===== src/rtl/gray_decoder.sv =====
// Gray-code stream receiver: decodes to binary, classifies each step as
// hold/up/down/illegal, and tracks lock after LOCK_CNT consecutive legal steps.
module gray_decoder #(
   parameter int WIDTH    = 3,
   parameter int LOCK_CNT = 2
) (
   input  logic             clk,
   input  logic             rst,
   input  logic             g_valid,
   input  logic [WIDTH-1:0] g_in,
   output logic [WIDTH-1:0] bin_out,
   output logic             bin_valid,
   output logic             dir,
   output logic             wrap,
   output logic             err,
   output logic             locked,
   output logic [7:0]       err_cnt
);

   localparam logic [1:0] EMPTY   = 2'd0;
   localparam logic [1:0] ACQUIRE = 2'd1;
   localparam logic [1:0] LOCKED  = 2'd2;

   localparam int CW = $clog2(LOCK_CNT + 1);

   logic [1:0]       state;
   logic [CW-1:0]    cnt;
   logic [WIDTH-1:0] ref_q;
   logic [WIDTH-1:0] b_new;
   logic [WIDTH-1:0] delta;
   logic             is_hold;
   logic             is_up;
   logic             is_down;
   logic             is_illegal;

   // Binary bit i is the XOR of all gray bits at or above i.
   always_comb begin
      b_new = '0;
      for (int unsigned i = 0; i < WIDTH; i++) begin
         b_new[i] = ^(g_in >> i);
      end
   end

   always_comb begin
      delta      = b_new - ref_q;
      is_hold    = (delta == '0);
      is_up      = (delta == WIDTH'(1));
      is_down    = (delta == '1);
      is_illegal = !(is_hold || is_up || is_down);
   end

   always_ff @(posedge clk or posedge rst) begin
      if (rst) begin
         state     <= EMPTY;
         cnt       <= '0;
         ref_q     <= '0;
         bin_out   <= '0;
         bin_valid <= 1'b0;
         dir       <= 1'b0;
         wrap      <= 1'b0;
         err       <= 1'b0;
         locked    <= 1'b0;
         err_cnt   <= '0;
      end else begin
         bin_valid <= 1'b0;
         wrap      <= 1'b0;
         err       <= 1'b0;
         if (g_valid) begin
            bin_out   <= b_new;
            ref_q     <= b_new;
            bin_valid <= 1'b1;
            case (state)
               ACQUIRE, LOCKED: begin
                  if (is_up || is_down) begin
                     dir  <= is_up;
                     // up from all-ones lands on 0; down from 0 lands on all-ones
                     wrap <= (is_up && ref_q == '1) || (is_down && ref_q == '0);
                  end
                  if (is_illegal) begin
                     err    <= 1'b1;
                     cnt    <= '0;
                     locked <= 1'b0;
                     state  <= ACQUIRE;
                     if (err_cnt != 8'hFF) begin
                        err_cnt <= err_cnt + 8'd1;
                     end
                  end else if (state == ACQUIRE && (is_up || is_down)) begin
                     cnt <= cnt + CW'(1);
                     if (cnt == CW'(LOCK_CNT - 1)) begin
                        state  <= LOCKED;
                        locked <= 1'b1;
                     end
                  end
               end
               default: begin
                  state <= ACQUIRE;
                  cnt   <= '0;
               end
            endcase
         end
      end
   end

endmodule


===== config.mk =====
export PLATFORM = sky130hd
export DESIGN_NAME = gray_decoder
export DESIGN_NICKNAME = d
export VERILOG_FILES = /design/src/rtl/gray_decoder.sv
export SDC_FILE = /design/constraint.sdc
export NUM_CORES = 1
export LEC_CHECK = 0
export CAP_MARGIN = 30
export CORE_MARGIN = 3
export CORE_UTILIZATION = 35
export DETAILED_ROUTE_END_ITERATION = 10
export HOLD_SLACK_MARGIN = 0.03
export PLACE_DENSITY = 0.63
export SYNTH_ARGS = -nofsm -noshare
export SYNTH_HDL_FRONTEND = slang
export SYNTH_SLANG_ARGS = --single-unit

===== constraint.sdc =====
create_clock -name clk -period 6.8 [get_ports clk]
set_input_delay 1.36 -clock clk [delete_from_list [all_inputs] [get_ports clk]]
set_output_delay 1.36 -clock clk [all_outputs]
set_load 0.1 [all_outputs]

==> flow_metrics.env <==
export IMPL_rows=19
export IMPL_path_max_fanout=11
export IMPL_worstSetupEndpointType="flip-flop"
export IMPL_critPathTopFamily="multiplexers"
export IMPL_clk_latency_ns=0.29
export IMPL_syn_nets=118
export IMPL_synth_avg_cell_area_um2=10.5
export IMPL_ys_seq_elements=20
export IMPL_antenna_found_initial=0
export IMPL_vias=844
export IMPL_dp_hpwl_mm=1.69
export IMPL_crit_chain="clkdlybuf4s50_1, xor2_1, xnor2_1, ha_1, inv_1, fa_1, xnor3_2, mux2i_1, nor3_1, mux2_2"
export IMPL_cts_root_buf="clkbuf_4"
export IMPL_io_pins=22
export IMPL_grt_overflow=0
export IMPL_grt_max_degree=21
export IMPL_maxCapViolations=0
export IMPL_synthCells=107
export IMPL_holdPathEnd="state[0]$_DFFE_PP0P_"
export IMPL_core_area_um2=2900
export IMPL_antennaDiodeCount=0
export IMPL_required_ns=6.99
export IMPL_worstReg2RegStart="ref_q[0]$_DFFE_PP0P_"
export IMPL_final_cell_area_um2=1380
export IMPL_r2r_slack_ns=3.96
export IMPL_status="finished clean"
export IMPL_critical_path_class="input pin to flip-flop"
export IMPL_finalHoldViolCount=0
export IMPL_wire_per_inst_um=12.7
export IMPL_cts_buffers=3
export IMPL_postRouteAntennaNets=0
export IMPL_crit_buf_inv=2
export IMPL_cts_resized=0
export IMPL_nets=141
export IMPL_worstSetupStartpointType="input pin"
export IMPL_nFillCells=304
export IMPL_synth_top_area_share_pct=44.7
export IMPL_drive_gt1_share_pct=6.25
export IMPL_slowest_stage="mux2i_1"
export IMPL_path_clk_slew_ns=0.10
export IMPL_ys_types=35
export IMPL_grt_pass1_vias=868
export IMPL_clkSinkCount=20
export IMPL_clock_path_buffers=2
export IMPL_slew_headroom_pct=34.7
export IMPL_grt_pass1_wl_mm=4.00
export IMPL_drtPass1Iterations=2
export IMPL_gp_routability_congestion=0.819
export IMPL_htree_levels=1
export IMPL_clock_skew_ns=0.00167
export IMPL_vias_per_cell=4.96
export IMPL_synthTopCellsByArea="dfrtp_1, xor2_1, ha_1"
export IMPL_fp_dieArea_um2=3910
export IMPL_post_route_period_util_pct=68.2
export IMPL_post_cts_buffers=0
export IMPL_finalMaxSlewViolations=0
export IMPL_syn_area_um2=1120
export IMPL_worstHoldPathType="flip-flop to flip-flop"
export IMPL_start_util_pct=38.6
export IMPL_grt_total_usage_pct=12.6
export IMPL_portBuffers=21
export IMPL_yosysSeqAreaShare_pct=44.7
export IMPL_cp_slowest_stage_delay_ns=0.80
export IMPL_drc=0
export IMPL_yosysWarnings=0
export IMPL_die_w_um=62.6
export IMPL_cts_tree="yes"
export IMPL_syn2layout_area_growth_pct=23.6
export IMPL_reg2reg_depth=7
export IMPL_max_slew_worst_pin_slew_ns=0.977
export IMPL_timing_rr_end="err_cnt[1]$_DFFE_PP0P_"
export IMPL_die_y_um=62.6
export IMPL_finalWorstPathRequiredPeriod_ns=4.64
export IMPL_cp_arrival_ns=4.82
export IMPL_rsz0062_at_grt="false"
export IMPL_max_freq_ghz=0.216
export IMPL_drt_iter0_drc=16
export IMPL_synth_largest_area_cell="dfrtp_1"
export IMPL_routed_wl_mm=2.17
export IMPL_holdPathStages=1
export IMPL_place_area_um2=1360
export IMPL_worstHoldStart="state[0]$_DFFE_PP0P_"
export IMPL_ctsHoldBuffers=0
export IMPL_setup_viol=0
export IMPL_worst_path_stages=10
export IMPL_fin_tns_setup_ns=0
-- through the flow --
stage	instances	worst slack [ns]	hold slack (ns)	utilization, %
floorplan	107	2.91	0.456	-
global placement	167	2.02	0.468	46.9
detailed placement	167	1.85	0.481	46.9
CTS	170	2.18	0.507	47.7
global route	170	1.85	0.517	47.7
finish	170	2.16	0.503	47.7
-- metal layers --
layer	vias to the layer above	routed length [um]	part of all wire, %	GRT usage (%)
met5	-	0	0	0
met4	0	30	1.4	3.03
met3	4	66	3.0	3.42
met2	12	1030	48	20.5
met1	401	1040	48	16.5
li1	427	-	-	-
-- registers in the layout (all words and copies together) (netlist names) --
register,count
err,1
cnt,2
wrap,1
err_cnt,8
ref_q,3
state,2
bin_valid,1
dir,1
locked,1
-- area by class of cell --
class	count	area, um^2	area share (%)
multi-input cells	76	568	41.0
flip-flops and latches	20	500	36.2
repair buffers	21	210	15.2
well taps	42	52.6	3.80
inverters	8	30.0	2.17
clock buffers	3	22.5	1.63
-- cells in the mapped netlist --
library cell	instances
buf_2	1
mux2i_1	1
nor3_1	6
nor4_4	1
inv_1	8
nor2_1	6
and2_1	1
ha_1	4
clkbuf_2	1
nor2b_1	2
nand4_1	5
nand3_1	4
a21oi_1	3
mux2_4	1
o32ai_1	1
a41oi_1	2
dfrtp_1	20
nor4_1	2
fa_1	1
o21ai_0	3
nand2b_1	3
xnor3_2	1
nor4bb_1	2
o31ai_1	1
o211ai_1	1
mux2_2	2
a211oi_1	1
o21bai_1	1
or4_1	1
nand2_1	7
buf_6	1
a21o_1	1
xor2_1	9
nand3b_1	1
xnor2_1	2
-- cell families after synthesis --
group / share of synthesized area [%]
compound gates: 8.38
simple gates: 21.1
fa+ha+maj: 6.26
mux: 4.25
buf+inv: 4.58
flops: 44.7
xor+xnor: 10.7
-- cell usage in the layout (no fill, tap or decap), drive strengths merged, types with 2 or more instances in the layout --
cell type	n
ha	4
nor2	6
nor3	6
nor2b	2
a41oi	2
nand2	7
nor4	3
xor2	9
clkdlybuf4s50	21
xnor2	2
mux2	3
dfrtp	20
nand3	4
nand2b	3
clkbuf	3
o21ai	3
nor4bb	2
inv	8
a21oi	3
nand4	5
-- worst max path at each step --
stage,start,to,slack [ns]
finish,g_in[2],err_cnt[1]$_DFFE_PP0P_,2.16
global route,g_in[2],err_cnt[1]$_DFFE_PP0P_,1.85
CTS,g_in[2],err_cnt[1]$_DFFE_PP0P_,2.18
detailed placement,g_in[2],err_cnt[1]$_DFFE_PP0P_,1.85
global placement,g_in[2],err_cnt[1]$_DFFE_PP0P_,2.02
floorplan,g_in[2],err_cnt[6]$_DFFE_PP0P_,2.91
Power is left out: the tool's default activity adds up to more than one toggle a clock period on the data nets, which glitch-free logic cannot reach.
